--- src/rtl/cordic_seq_pkg.sv ---
// Shared encodings and helpers for the CORDIC operand sequencer.
package cordic_seq_pkg;

  localparam logic [2:0] StIdle   = 3'd0;
  localparam logic [2:0] StF      = 3'd1;
  localparam logic [2:0] StE1     = 3'd2;
  localparam logic [2:0] StE2     = 3'd3;
  localparam logic [2:0] StGo     = 3'd4;
  localparam logic [2:0] StResult = 3'd5;

  // Functions 0, 1 and 7 take two operands.
  localparam logic [8:0] DefaultTwoOpMask = 9'b010000011;

  // Never returns 0, so a depth-1 table still gets a 1-bit address.
  function automatic int unsigned clog2(input int unsigned n);
    int unsigned r;
    r = 0;
    while ((32'd1 << r) < n) r = r + 1;
    if (r == 0) r = 1;
    return r;
  endfunction

endpackage

--- src/rtl/cordic_op_sequencer_phase_timer.sv ---
// Dwell counter for one sequencer phase: runs 0..WAIT_CNT, flags the last cycle.
module phase_timer
  import cordic_seq_pkg::*;
#(
  parameter int unsigned WAIT_CNT = 70
) (
  input  logic clk,
  input  logic rst,
  input  logic clr,
  input  logic en,
  output logic expired
);

  localparam int unsigned CW = clog2(WAIT_CNT + 1);

  logic [CW-1:0] cnt_q;

  always_ff @(posedge clk or posedge rst) begin
    if (rst) begin
      cnt_q <= '0;
    end else if (clr) begin
      cnt_q <= '0;
    end else if (en) begin
      cnt_q <= cnt_q + CW'(1);
    end
  end

  assign expired = (cnt_q == CW'(WAIT_CNT));

endmodule

--- src/rtl/cordic_op_sequencer.sv ---
// Walks a loadable operand table over every function code and drives the
// CORDIC sw_in/st switch interface one phase at a time.
module cordic_op_sequencer
  import cordic_seq_pkg::*;
#(
  parameter int unsigned W        = 16,
  parameter int unsigned N_OPS    = 8,
  parameter int unsigned N_FUNC   = 9,
  parameter int unsigned WAIT_CNT = 70,
  parameter int unsigned FW       = 4
) (
  input  logic                      clk,
  input  logic                      rst,
  input  logic                      start,
  input  logic                      abort,
  input  logic                      loop_en,
  input  logic [N_FUNC-1:0]         two_op_mask,
  input  logic                      tbl_we,
  input  logic [clog2(N_OPS)-1:0]   tbl_addr,
  input  logic [2*W-1:0]            tbl_din,
  output logic [W-1:0]              sw_out,
  output logic                      st,
  output logic [FW-1:0]             func_idx,
  output logic [clog2(N_OPS)-1:0]   op_idx,
  output logic                      busy,
  output logic                      done
);

  localparam int unsigned AW = clog2(N_OPS);
  localparam int unsigned NF = 2 ** FW;

  logic [2:0]     state_q, state_d;
  logic [FW-1:0]  func_q, func_d;
  logic [AW-1:0]  op_q, op_d;
  logic [W-1:0]   sw_q, sw_d;
  logic           done_q, done_d;
  logic [2*W-1:0] tbl_q [N_OPS];

  logic           expired;
  logic           running;
  logic           two_op;
  logic           last_op;
  logic           last_func;
  logic [NF-1:0]  mask_ext;

  assign running   = (state_q != StIdle);
  assign mask_ext  = NF'(two_op_mask);
  assign two_op    = mask_ext[func_q];
  assign last_op   = (op_q == AW'(N_OPS - 1));
  assign last_func = (func_q == FW'(N_FUNC - 1));

  phase_timer #(
    .WAIT_CNT(WAIT_CNT)
  ) u_timer (
    .clk    (clk),
    .rst    (rst),
    .clr    (!running || expired || abort),
    .en     (running),
    .expired(expired)
  );

  always_comb begin
    state_d = state_q;
    func_d  = func_q;
    op_d    = op_q;
    sw_d    = sw_q;
    done_d  = 1'b0;

    if (abort) begin
      state_d = StIdle;
    end else if (!running) begin
      if (start) begin
        state_d = StF;
        func_d  = '0;
        op_d    = '0;
      end
    end else if (expired) begin
      unique case (state_q)
        StF:  state_d = StE1;
        StE1: state_d = two_op ? StE2 : StGo;
        StE2: state_d = StGo;
        StGo: state_d = StResult;
        StResult: begin
          if (!last_op) begin
            op_d    = op_q + AW'(1);
            state_d = StF;
          end else if (!last_func) begin
            op_d    = '0;
            func_d  = func_q + FW'(1);
            state_d = StF;
          end else begin
            done_d  = 1'b1;
            op_d    = '0;
            func_d  = '0;
            state_d = loop_en ? StF : StIdle;
          end
        end
        default: state_d = StIdle;
      endcase
    end

    // sw_out is loaded only on entry to a presenting phase; GO/RESULT/IDLE hold it.
    if (state_d != state_q) begin
      case (state_d)
        StF:     sw_d = W'(func_d);
        StE1:    sw_d = tbl_q[op_d][2*W-1:W];
        StE2:    sw_d = tbl_q[op_d][W-1:0];
        default: sw_d = sw_q;
      endcase
    end
  end

  always_ff @(posedge clk or posedge rst) begin
    if (rst) begin
      state_q <= StIdle;
      func_q  <= '0;
      op_q    <= '0;
      sw_q    <= '0;
      done_q  <= 1'b0;
    end else begin
      state_q <= state_d;
      func_q  <= func_d;
      op_q    <= op_d;
      sw_q    <= sw_d;
      done_q  <= done_d;
    end
  end

  // Table is deliberately unreset.
  always_ff @(posedge clk) begin
    if (tbl_we && !running) begin
      tbl_q[tbl_addr] <= tbl_din;
    end
  end

  assign sw_out   = sw_q;
  assign st       = running && expired && !abort;
  assign func_idx = func_q;
  assign op_idx   = op_q;
  assign busy     = running;
  assign done     = done_q;

endmodule

--- config.mk ---
export PLATFORM = sky130hd
export DESIGN_NAME = cordic_op_sequencer
export DESIGN_NICKNAME = d
export VERILOG_FILES = /design/src/rtl/cordic_seq_pkg.sv /design/src/rtl/cordic_op_sequencer_phase_timer.sv /design/src/rtl/cordic_op_sequencer.sv
export SDC_FILE = /design/constraint.sdc
export NUM_CORES = 1
export LEC_CHECK = 0
export ABC_AREA = 1
export CAP_MARGIN = 10
export CORE_MARGIN = 1.5
export CORE_UTILIZATION = 58
export CTS_CLUSTER_SIZE = 20
export DETAILED_ROUTE_END_ITERATION = 10
export DONT_BUFFER_PORTS = 1
export PLACE_DENSITY_LB_ADDON = 0.12
export SLEW_MARGIN = 20
export SYNTH_ARGS = -nofsm -noshare
export SYNTH_HDL_FRONTEND = slang
export SYNTH_SLANG_ARGS = --single-unit
--- constraint.sdc ---
create_clock -name clk -period 4.5 [get_ports clk]
set_input_delay 0.675 -clock clk [delete_from_list [all_inputs] [get_ports clk]]
set_output_delay 0.675 -clock clk [all_outputs]
set_load 0.005 [all_outputs]
==> impl_metrics.tcl, run 1 <==
set metrics [dict create \
    finalCritPeriodShare_pct 71.3 \
    final_antenna_net_count 0 \
    syn_to_final_growth_pct 8.93 \
    peakVddDrop_uv 315 \
    mappedNetlistArea_mm2 0.0125 \
    power.switching_fraction_pct 20.7 \
    power_density_mw_per_mm2 398 \
    tightest_slew_ns 0.926 \
    synth_seq_cells 290 \
    timing.final.max_slew_violations 0 \
    total_leakage_power_nw 5.32 \
    post-cts-setup-buffer-count 0 \
    post_layout_net_count 1211 \
    power.net_switching_mw 1.12 \
    first_global_vias 7797 \
    cts_root_buffer "clkbuf_16" \
    synth_top_area_cell "edfxtp_1" \
    drt_iter0_drc 618 \
    std_cell_rows 53 \
    clk_pin_slew_ns 0.06 \
    setup_viol 0 \
    yosysTopAreaCellShare_pct 61.6 \
    critical-path-max-stage-delay_ns 0.75 \
    share_of_synthesized_registers_carrying_an_async_set_or_reset_pct 11.7 \
    mostFrequentLayoutCells "413 x nand2_1, 256 x edfxtp_1, 249 x nand3_1" \
    synth_seq_area_share_pct 68.4 \
    cpMostUsedCell "nand2_1" \
    core_region_area_mm2 0.0211 \
    timing.setup.tns_ns 0 \
    status "finished, final reports clean" \
    period_minus_slack_ns 3.21 \
    setup.worst_path.class "reg -> reg" \
    tritoncts "yes" \
    sequential_fraction_of_design_power_pct 55.4 \
    crit_required_ns 5.00 \
    start_util_pct 59.2 \
    max-clock-path-buffers 3 \
    cp_max_fo 48 \
    grt_first_pass_wirelength_um 44000 \
    dieHeight_um 150 \
    synthTopCellsByArea "edfxtp_1 62%, nand2_1 12%, nand3_1 10%" \
    cts_hold_buf 0 \
    yosys.cell_types.count 37 \
    totalWireLength_um 28600 \
    synth-main-ff-cell "edfxtp_1" \
    power.combinational.fraction_pct 2.4 \
    detail_route.wl_per_cell_um 19.7 \
    clock_power_share_pct 42.2 \
    min-delay-path-class "in -> async" \
    synthesis.yosys.warnings 0 \
    synthesis.instances 1165 \
    dp_hpwl_um 15700 \
    timing.critical_path.to_type "register" \
    hold_viol_final 0 \
    detailroute.via_count 8338 \
    filler_cell_count 1657 \
    io_buffer_count 0 \
    cp_slowest_cell "inv_2" \
    detail_route.drc_violations 0 \
    cts.htree.levels 1 \
    cts_inserted_buffers 30 \
    residual_overflow_from_global_routing 0 \
    clk-insertion-delay-late_ns 0.57 \
    global_route.usage.total_pct 26.1 \
    fin_ws_ns 1.29 \
    gp_congestion 0.872 \
    worst_setup_path_start_kind "register" \
    initial_antenna_violation_count 0 \
    drt-pass1-iter-count 5 \
    worst_clock_skew_ns 0.0148 \
    cts_resized 0 \
    timing.max_slew.rel_slack_pct 38.2 \
    timing.max_cap.violations 0 \
    internal-power_mw 4.29 \
    synth.net_count 1221 \
    ios 76 \
    grt_max_degree 78 \
    antenna_cells_inserted 0 \
    synth.avg_cell_area_um2 10.7 \
    dp_slack_ns 1.30 \
    number_of_vias_per_cell_after_detailed_routing 5.75 \
    drive_above_1_share_pct 7.91 \
    chain_of_cells_forming_the_critical_path "inv_1 -> ha_1 -> nand2_1 -> nand3b_2 -> nor2_1 -> nand2_1 -> nand2_2 -> nand2_4 -> inv_2 -> nand2_1 -> nand2_1 -> nand2_1 -> nand2_1 -> nand2_1 -> nand2_1 -> nand3_1 -> nand2_1 -> nand2_1 -> nand2_1" \
    fp.dieArea_mm2 0.0224 \
    clock.fmax_mhz 312 \
    grt_setup_unrepaired "no" \
    clock_sinks 290 \
    worstPathArrival_ns 3.70 \
    synth_enable_flop_cells 256 \
    die_width_um 150 \
    final_common_cell "nand2_1" \
]
## path summary, 6_finish.rpt
check / from / endpoint / slack, ns / depth (start not counted)
worst max-delay path: u_timer.cnt_q[0] / sw_out[6] / 1.29 / 19
worst min-delay path: rst / u_timer.cnt_q[2] / 0.12 / 2
worst max register to register: u_timer.cnt_q[0] / sw_out[6] / 1.29 / 19
worst min register to register: u_timer.cnt_q[0] / u_timer.cnt_q[0] / 0.49 / 1
max in group asynchronous: rst / sw_out[3] / 4.03 / 2
min in group clk: tbl_din[1] / tbl_q[4][1] / 0.20 / 0
## layout make-up
class | count | area, µm² | area share [%]
Clock buffer | 35 | 769 | 5.66
Sequential cell | 290 | 8540 | 62.8
Clock inverter | 18 | 129 | 0.948
Inverter | 50 | 188 | 1.38
Tap cell | 275 | 344 | 2.53
Timing Repair Buffer | 17 | 128 | 0.939
Multi-Input combinational cell | 766 | 3490 | 25.7
## power by group through the flow
stage / sequential (mW) / clock [mW] / combinational (mW)
finish: 3.00 / 2.28 / 0.127
floorplan: 3.05 / 0 / 0.0879
global route: 3.00 / 2.39 / 0.142
detailed placement: 3.05 / 0 / 0.128
global placement: 3.05 / 0 / 0.128
CTS: 2.99 / 2.31 / 0.129
## flip-flops by register name, indices dropped and copies added, names as in the netlist
register / cells
u_timer.cnt_q: 7
sw_out: 16
tbl_q: 256
done: 1
func_idx: 4
op_idx: 3
state_q: 3
## metal layers
| metal | part of all wire [%] | global-route usage, % |
|---|---|---|
| met1 | 43 | 35.7 |
| met2 | 47 | 41.9 |
| met3 | 6.5 | 5.09 |
| met4 | 2.8 | 9.26 |
| met5 | 0 | 0 |
## critical path: cells and delay by family (launching register included)
family	cells	cell delay, ns
buffers and inverters	2	0.82
adder cells (fa/ha/maj)	1	0.15
flip-flops	1	0.41
AND/OR/NAND/NOR	16	1.76
## cell families after synthesis
logic type	synth area share [%]
AO/OA/AOI/OAI	1.37
AND/OR/NAND/NOR	25.3
adder cells (fa/ha/maj)	0.602
buffers and inverters	4.00
flip-flops	68.4
XOR/XNOR	0.281
## synthesized netlist by cell type (all sizes together), types with 2 or more instances
library cell  number
nand3            250
dfrtp             34
nand4             14
ha                 6
nand3b             2
o21bai             3
nor3               7
nand2            419
o21a               2
buf               46
o21ai             16
xor2               2
clkbuf            13
a21oi              3
edfxtp           256
xnor2              2
nor2              34
inv               50
## through the flow
stage | instance area [µm²] | power, mW | instances | utilization, % | hold slack [ns]
after detailed placement | 12700 | 3.18 | 1398 | 60.2 | 0.482
after floorplan | 12500 | 3.14 | 1165 | - | 0.454
after CTS | 13600 | 5.43 | 1451 | 64.4 | 0.126
after global routing | 13600 | 5.53 | 1451 | 64.4 | 0.166
final | 13600 | 5.41 | 1451 | 64.4 | 0.119
after global placement | 12700 | 3.18 | 1398 | 60.2 | 0.467
Power figures use the tool's default switching activity.
==> run 2, diff against run 1 <==
Clock period 4.5 ns to 3.2 ns, I/O delays scaled along.
==> impl_metrics.tcl, run 2 (synthesis gave the netlist of run 1 again) <==
set metrics [dict create \
    grt_max_degree 78 \
    worst_setup_path_start_kind "register" \
    clock_sinks 290 \
    cts.htree.levels 1 \
    detailroute.via_count 8621 \
    detail_route.drc_violations 0 \
    crit_required_ns 3.69 \
    antenna_cells_inserted 0 \
    final-instance-count-excl-fill 1482 \
    final_antenna_net_count 0 \
    cp_max_fo 70 \
    regMostFlops "tbl_q" \
    global_route.usage.total_pct 26.6 \
    clk_pin_slew_ns 0.06 \
    io_buffer_count 0 \
    worstPathArrival_ns 3.29 \
    dp_hpwl_um 16100 \
    final_common_cell "nand2_1" \
    drt-pass1-iter-count 5 \
    std_cell_rows 53 \
    post_layout_net_count 1240 \
    peakVddDrop_uv 523 \
    setup.worst_path.class "reg -> reg" \
    post-place-cells 1407 \
    finalCritPeriodShare_pct 87.7 \
    globalRouteMet3Util_pct 5.00 \
    number_of_vias_per_cell_after_detailed_routing 5.82 \
    cts_root_buffer "clkbuf_16" \
    max-clock-path-buffers 3 \
    clk-insertion-delay-late_ns 0.55 \
    mostFrequentLayoutCells "413 x nand2_1, 256 x edfxtp_1, 249 x nand3_1" \
    filler_cell_count 1630 \
    tritoncts "yes" \
    start_util_pct 59.2 \
    timing.critical_path.to_type "register" \
    period_minus_slack_ns 2.81 \
    grt_first_pass_wirelength_um 45100 \
    tightest_slew_ns 0.753 \
    initial_antenna_violation_count 0 \
    cts_inserted_buffers 30 \
    total_leakage_power_nw 5.49 \
    gp_congestion 0.904 \
    detail_route.wl_per_cell_um 20.1 \
    fin_ws_ns 0.393 \
    worst_clock_skew_ns 0.00861 \
    residual_overflow_from_global_routing 0 \
    grt_setup_unrepaired "no" \
    first_global_vias 8146 \
    timing.final.max_slew_violations 0 \
    status "finished, final reports clean" \
    post-cts-setup-buffer-count 0 \
    cts_resized 0 \
    power_density_mw_per_mm2 550 \
    die_width_um 150 \
    timing.max_cap.violations 0 \
    grt_use_met1_pct 36.0 \
    area_of_the_multi_input_gates_mm2 0.00349 \
    register_cell_area_after_layout_mm2 0.00854 \
    timing.setup.tns_ns 0 \
    groute.layer.met2.usage_pct 44.1 \
    totalWireLength_um 29800 \
    grt_most_used_layer "met2" \
    syn_to_final_growth_pct 12.0 \
    dieHeight_um 150 \
    setup_viol 0 \
    hold_viol_final 0 \
    dp_slack_ns 0.442 \
    drive_above_1_share_pct 7.87 \
    core_region_area_mm2 0.0211 \
    ios 76 \
    timing.max_slew.rel_slack_pct 49.7 \
    drt_iter0_drc 790 \
    min-delay-path-class "in -> reg" \
    postLayoutCoreUtil_pct 66.2 \
    clock.fmax_mhz 356 \
    largest_register_ff_count 256 \
    fp.dieArea_mm2 0.0224 \
]
==> run 2: cell types whose count changed in the layout (fill, tap and decap cells not counted) <==
cell,change
dlygate4sd3_1,+20
buf_12,+8
clkbuf_1,+7
clkinv_2,-4
clkinvlp_4,-2
buf_4,+1
bufinv_16,+1
clkinv_1,+1
inv_6,-1
nor2_1,+1
nor2_2,-1
==> run 2: area by class of cell <==
cell class | count | area share (%)
Clock buffer | 42 | 5.70
Clock inverter | 13 | 0.851
Inverter | 50 | 1.34
Multi-Input combinational cell | 766 | 25.0
Sequential cell | 290 | 61.1
Tap cell | 275 | 2.46
Timing Repair Buffer | 46 | 3.55
==> run 2: layer usage <==
metal / wire length [µm] / share of wire (%)
met3: 2520 / 8.5
met5: 0 / 0
met4: 816 / 2.7
met1: 12200 / 41
met2: 14300 / 48
==> run 2: worst max-delay path: stages, from the launching register on <==
cell	delay (ns)
dfrtp_1	0.40
inv_1	0.07
ha_1	0.16
nand3_1	0.10
nor2_2	0.24
nand3_1	0.12
nand2_1	0.12
nand2_4	0.08
nand2_4	0.26
buf_12	0.34
nand2_1	0.09
nand3_1	0.09
nand2_1	0.06
nand2_1	0.05
nand4_1	0.26
nand2_1	0.16
nand2_1	0.05
nand2_1	0.07
==> run 2: worst paths after layout <==
kind	startpoint	end	slack, ns	cells past startpoint
hold / removal	tbl_din[14]	tbl_q[7][14]	0.02	0
setup reg to reg	u_timer.cnt_q[0]	sw_out[9]	0.39	17
min in group asynchronous	rst	state_q[2]	0.52	3
hold reg to reg	u_timer.cnt_q[0]	u_timer.cnt_q[0]	0.49	1
setup / recovery	u_timer.cnt_q[0]	sw_out[9]	0.39	17
max in group asynchronous	rst	func_idx[1]	2.33	3
==> run 2: timing repair <==
action | CTS | global route
setup endpoints to repair | 0 | 0
hold buffers | 1 | 19
endpoints found under the hold margin | 34 | 39
==> run 2: per-stage QoR <==
| step | power, mW | hold slack [ns] | area [µm²] |
|---|---|---|---|
| global placement | 4.48 | 0.472 | 12900 |
| CTS | 7.70 | 0.00319 | 13800 |
| finish | 7.69 | 0.0241 | 14000 |
| global route | 7.90 | 0.0000642 | 14000 |
| floorplan | 4.41 | 0.454 | 12500 |
| detailed placement | 4.48 | 0.481 | 12900 |
==> run 2: power by group <==
part	internal, mW	leakage, nW	switching [mW]
sequential	4.19	2.79	0.0193
combinational	0.0587	2.25	0.156
clock	1.89	0.444	1.37
total	6.14	5.49	1.55
==> run 3, diff against run 2 <==
--- a/config.mk
+++ b/config.mk
@@ -14,2 +14,3 @@
 export DONT_BUFFER_PORTS = 1
+export HOLD_SLACK_MARGIN = 0.12
 export PLACE_DENSITY_LB_ADDON = 0.12
--- a/constraint.sdc
+++ b/constraint.sdc
@@ -3,2 +3,2 @@
 set_output_delay 0.48 -clock clk [all_outputs]
-set_load 0.005 [all_outputs]
+set_load 0.05 [all_outputs]
==> impl_metrics.tcl, run 3 (synthesis gave the netlist of run 1 again) <==
set metrics [dict create \
    peakVddDrop_uv 544 \
    antenna_cells_inserted 0 \
    mostFrequentLayoutCells "413 x nand2_1, 256 x edfxtp_1, 249 x nand3_1" \
    grt_max_degree 78 \
    number_of_vias_per_cell_after_detailed_routing 5.74 \
    cp_max_fo 9 \
    timing.setup.tns_ns 0 \
    timing.final.max_slew_violations 0 \
    worst_hold_slack_ns 0.223 \
    start_util_pct 59.2 \
    status "finished, final reports clean" \
    residual_overflow_from_global_routing 0 \
    detailroute.via_count 8629 \
    clock.fmax_mhz 374 \
    largest_register_ff_count 256 \
    grt_setup_unrepaired "no" \
    timing.max_cap.violations 0 \
    clk-insertion-delay-late_ns 0.56 \
    clock_sinks 290 \
    timing.max_slew.rel_slack_pct 51.9 \
    post-place-cells 1416 \
    std_cell_rows 53 \
    syn_to_final_growth_pct 13.2 \
    filler_cell_count 1636 \
    fp.dieArea_mm2 0.0224 \
    drive_above_1_share_pct 8.63 \
    worst_clock_skew_ns 0.00943 \
    register_cell_area_after_layout_mm2 0.00854 \
    final_antenna_net_count 0 \
    ios 76 \
    drt-pass1-iter-count 6 \
    worstPathArrival_ns 3.17 \
    cts.htree.levels 1 \
    regMostFlops "tbl_q" \
    drt_iter0_drc 651 \
    finalCritPeriodShare_pct 83.6 \
    max-clock-path-buffers 3 \
    clk_pin_slew_ns 0.06 \
    final-instance-count-excl-fill 1503 \
    tightest_slew_ns 0.721 \
    gp_congestion 0.886 \
    min-delay-path-class "in -> reg" \
    first_global_vias 8314 \
    period_minus_slack_ns 2.68 \
    dieHeight_um 150 \
    worst_setup_path_start_kind "register" \
    timing.critical_path.to_type "register" \
    core_region_area_mm2 0.0211 \
    die_width_um 150 \
    totalWireLength_um 29800 \
    detail_route.wl_per_cell_um 19.8 \
    dpl_cell_area_mm2 0.0129 \
    setup.worst_path.class "reg -> reg" \
    cts_inserted_buffers 29 \
    post_layout_net_count 1261 \
    postLayoutCoreUtil_pct 67.0 \
    final_common_cell "nand2_1" \
    cts_root_buffer "clkbuf_16" \
    design_power_total_mw 7.72 \
    tritoncts "yes" \
    io_buffer_count 0 \
    total_leakage_power_nw 5.56 \
    dp_hpwl_um 16500 \
    hold_viol_final 0 \
    cts_resized 0 \
    power_density_mw_per_mm2 547 \
    postLayoutCellArea_mm2 0.0141 \
    area_of_the_multi_input_gates_mm2 0.00349 \
    setup_viol 0 \
    crit_required_ns 3.70 \
    initial_antenna_violation_count 0 \
    fin_ws_ns 0.524 \
    dp_slack_ns 0.540 \
    grt_first_pass_wirelength_um 46300 \
    global_route.usage.total_pct 27.5 \
    detail_route.drc_violations 0 \
]
[run 3: cell count changes in the layout (fill, tap and decap cells not counted)]
cell | previous run | this run
inv_6 | 0 | 1
inv_16 | 0 | 1
clkinv_8 | 1 | 0
buf_12 | 8 | 5
clkbuf_16 | 30 | 29
dlygate4sd3_1 | 20 | 33
buf_4 | 18 | 30
clkbuf_1 | 12 | 8
clkinvlp_4 | 0 | 2
clkinv_1 | 6 | 7
[run 3: cell type report]
class	count	area share (%)
flip-flops and latches	290	60.5
multi-input cells	766	24.7
well taps	275	2.44
clock buffers	37	5.35
clock inverters	17	1.06
repair buffers	68	4.64
inverters	50	1.33
[run 3: critical path, stage by stage, from the launching register on]
cell      delay, ns
dfrtp_1        0.41
inv_1          0.07
ha_1           0.15
nand2_1        0.05
nand3b_2       0.31
nor2_1         0.22
nand3_1        0.12
nand2_2        0.14
nand3_1        0.11
nor2_2         0.37
buf_4          0.27
nand3_1        0.16
nand2_1        0.09
nand2_1        0.05
nand2_1        0.07
[run 3: repair_timing]
action / in CTS / in global routing
hold buffers: 33 / 0
hold endpoints to repair: 266 / 0
setup buffers: 0 / 0
[run 3: per-layer routing]
metal	share of wire [%]	routed length (µm)	up-vias	track usage, %
met5	0	0	-	0
met4	2.4	725	0	8.38
met3	7.8	2320	40	4.97
met2	49	14700	328	45.7
met1	40	12100	4162	37.4
li1	-	-	4099	-
[run 3: report_power, final]
part	leakage, nW	switching (mW)	internal [mW]
logic	2.33	0.192	0.0725
registers	2.79	0.0350	4.19
clock network	0.436	1.39	1.84
total	5.56	1.62	6.10
[run 3: path summary, 6_finish.rpt]
| check | start | end | slack (ns) | cells after the start |
|---|---|---|---|---|
| worst min register to register | u_timer.cnt_q[0] | u_timer.cnt_q[0] | 0.50 | 1 |
| worst max register to register | u_timer.cnt_q[0] | sw_out[8] | 0.52 | 14 |
| worst max-delay path | u_timer.cnt_q[0] | sw_out[8] | 0.52 | 14 |
| worst min-delay path | abort | state_q[2] | 0.22 | 3 |
| min in group asynchronous | rst | op_idx[0] | 0.40 | 2 |
| max in group asynchronous | rst | sw_out[1] | 2.06 | 3 |
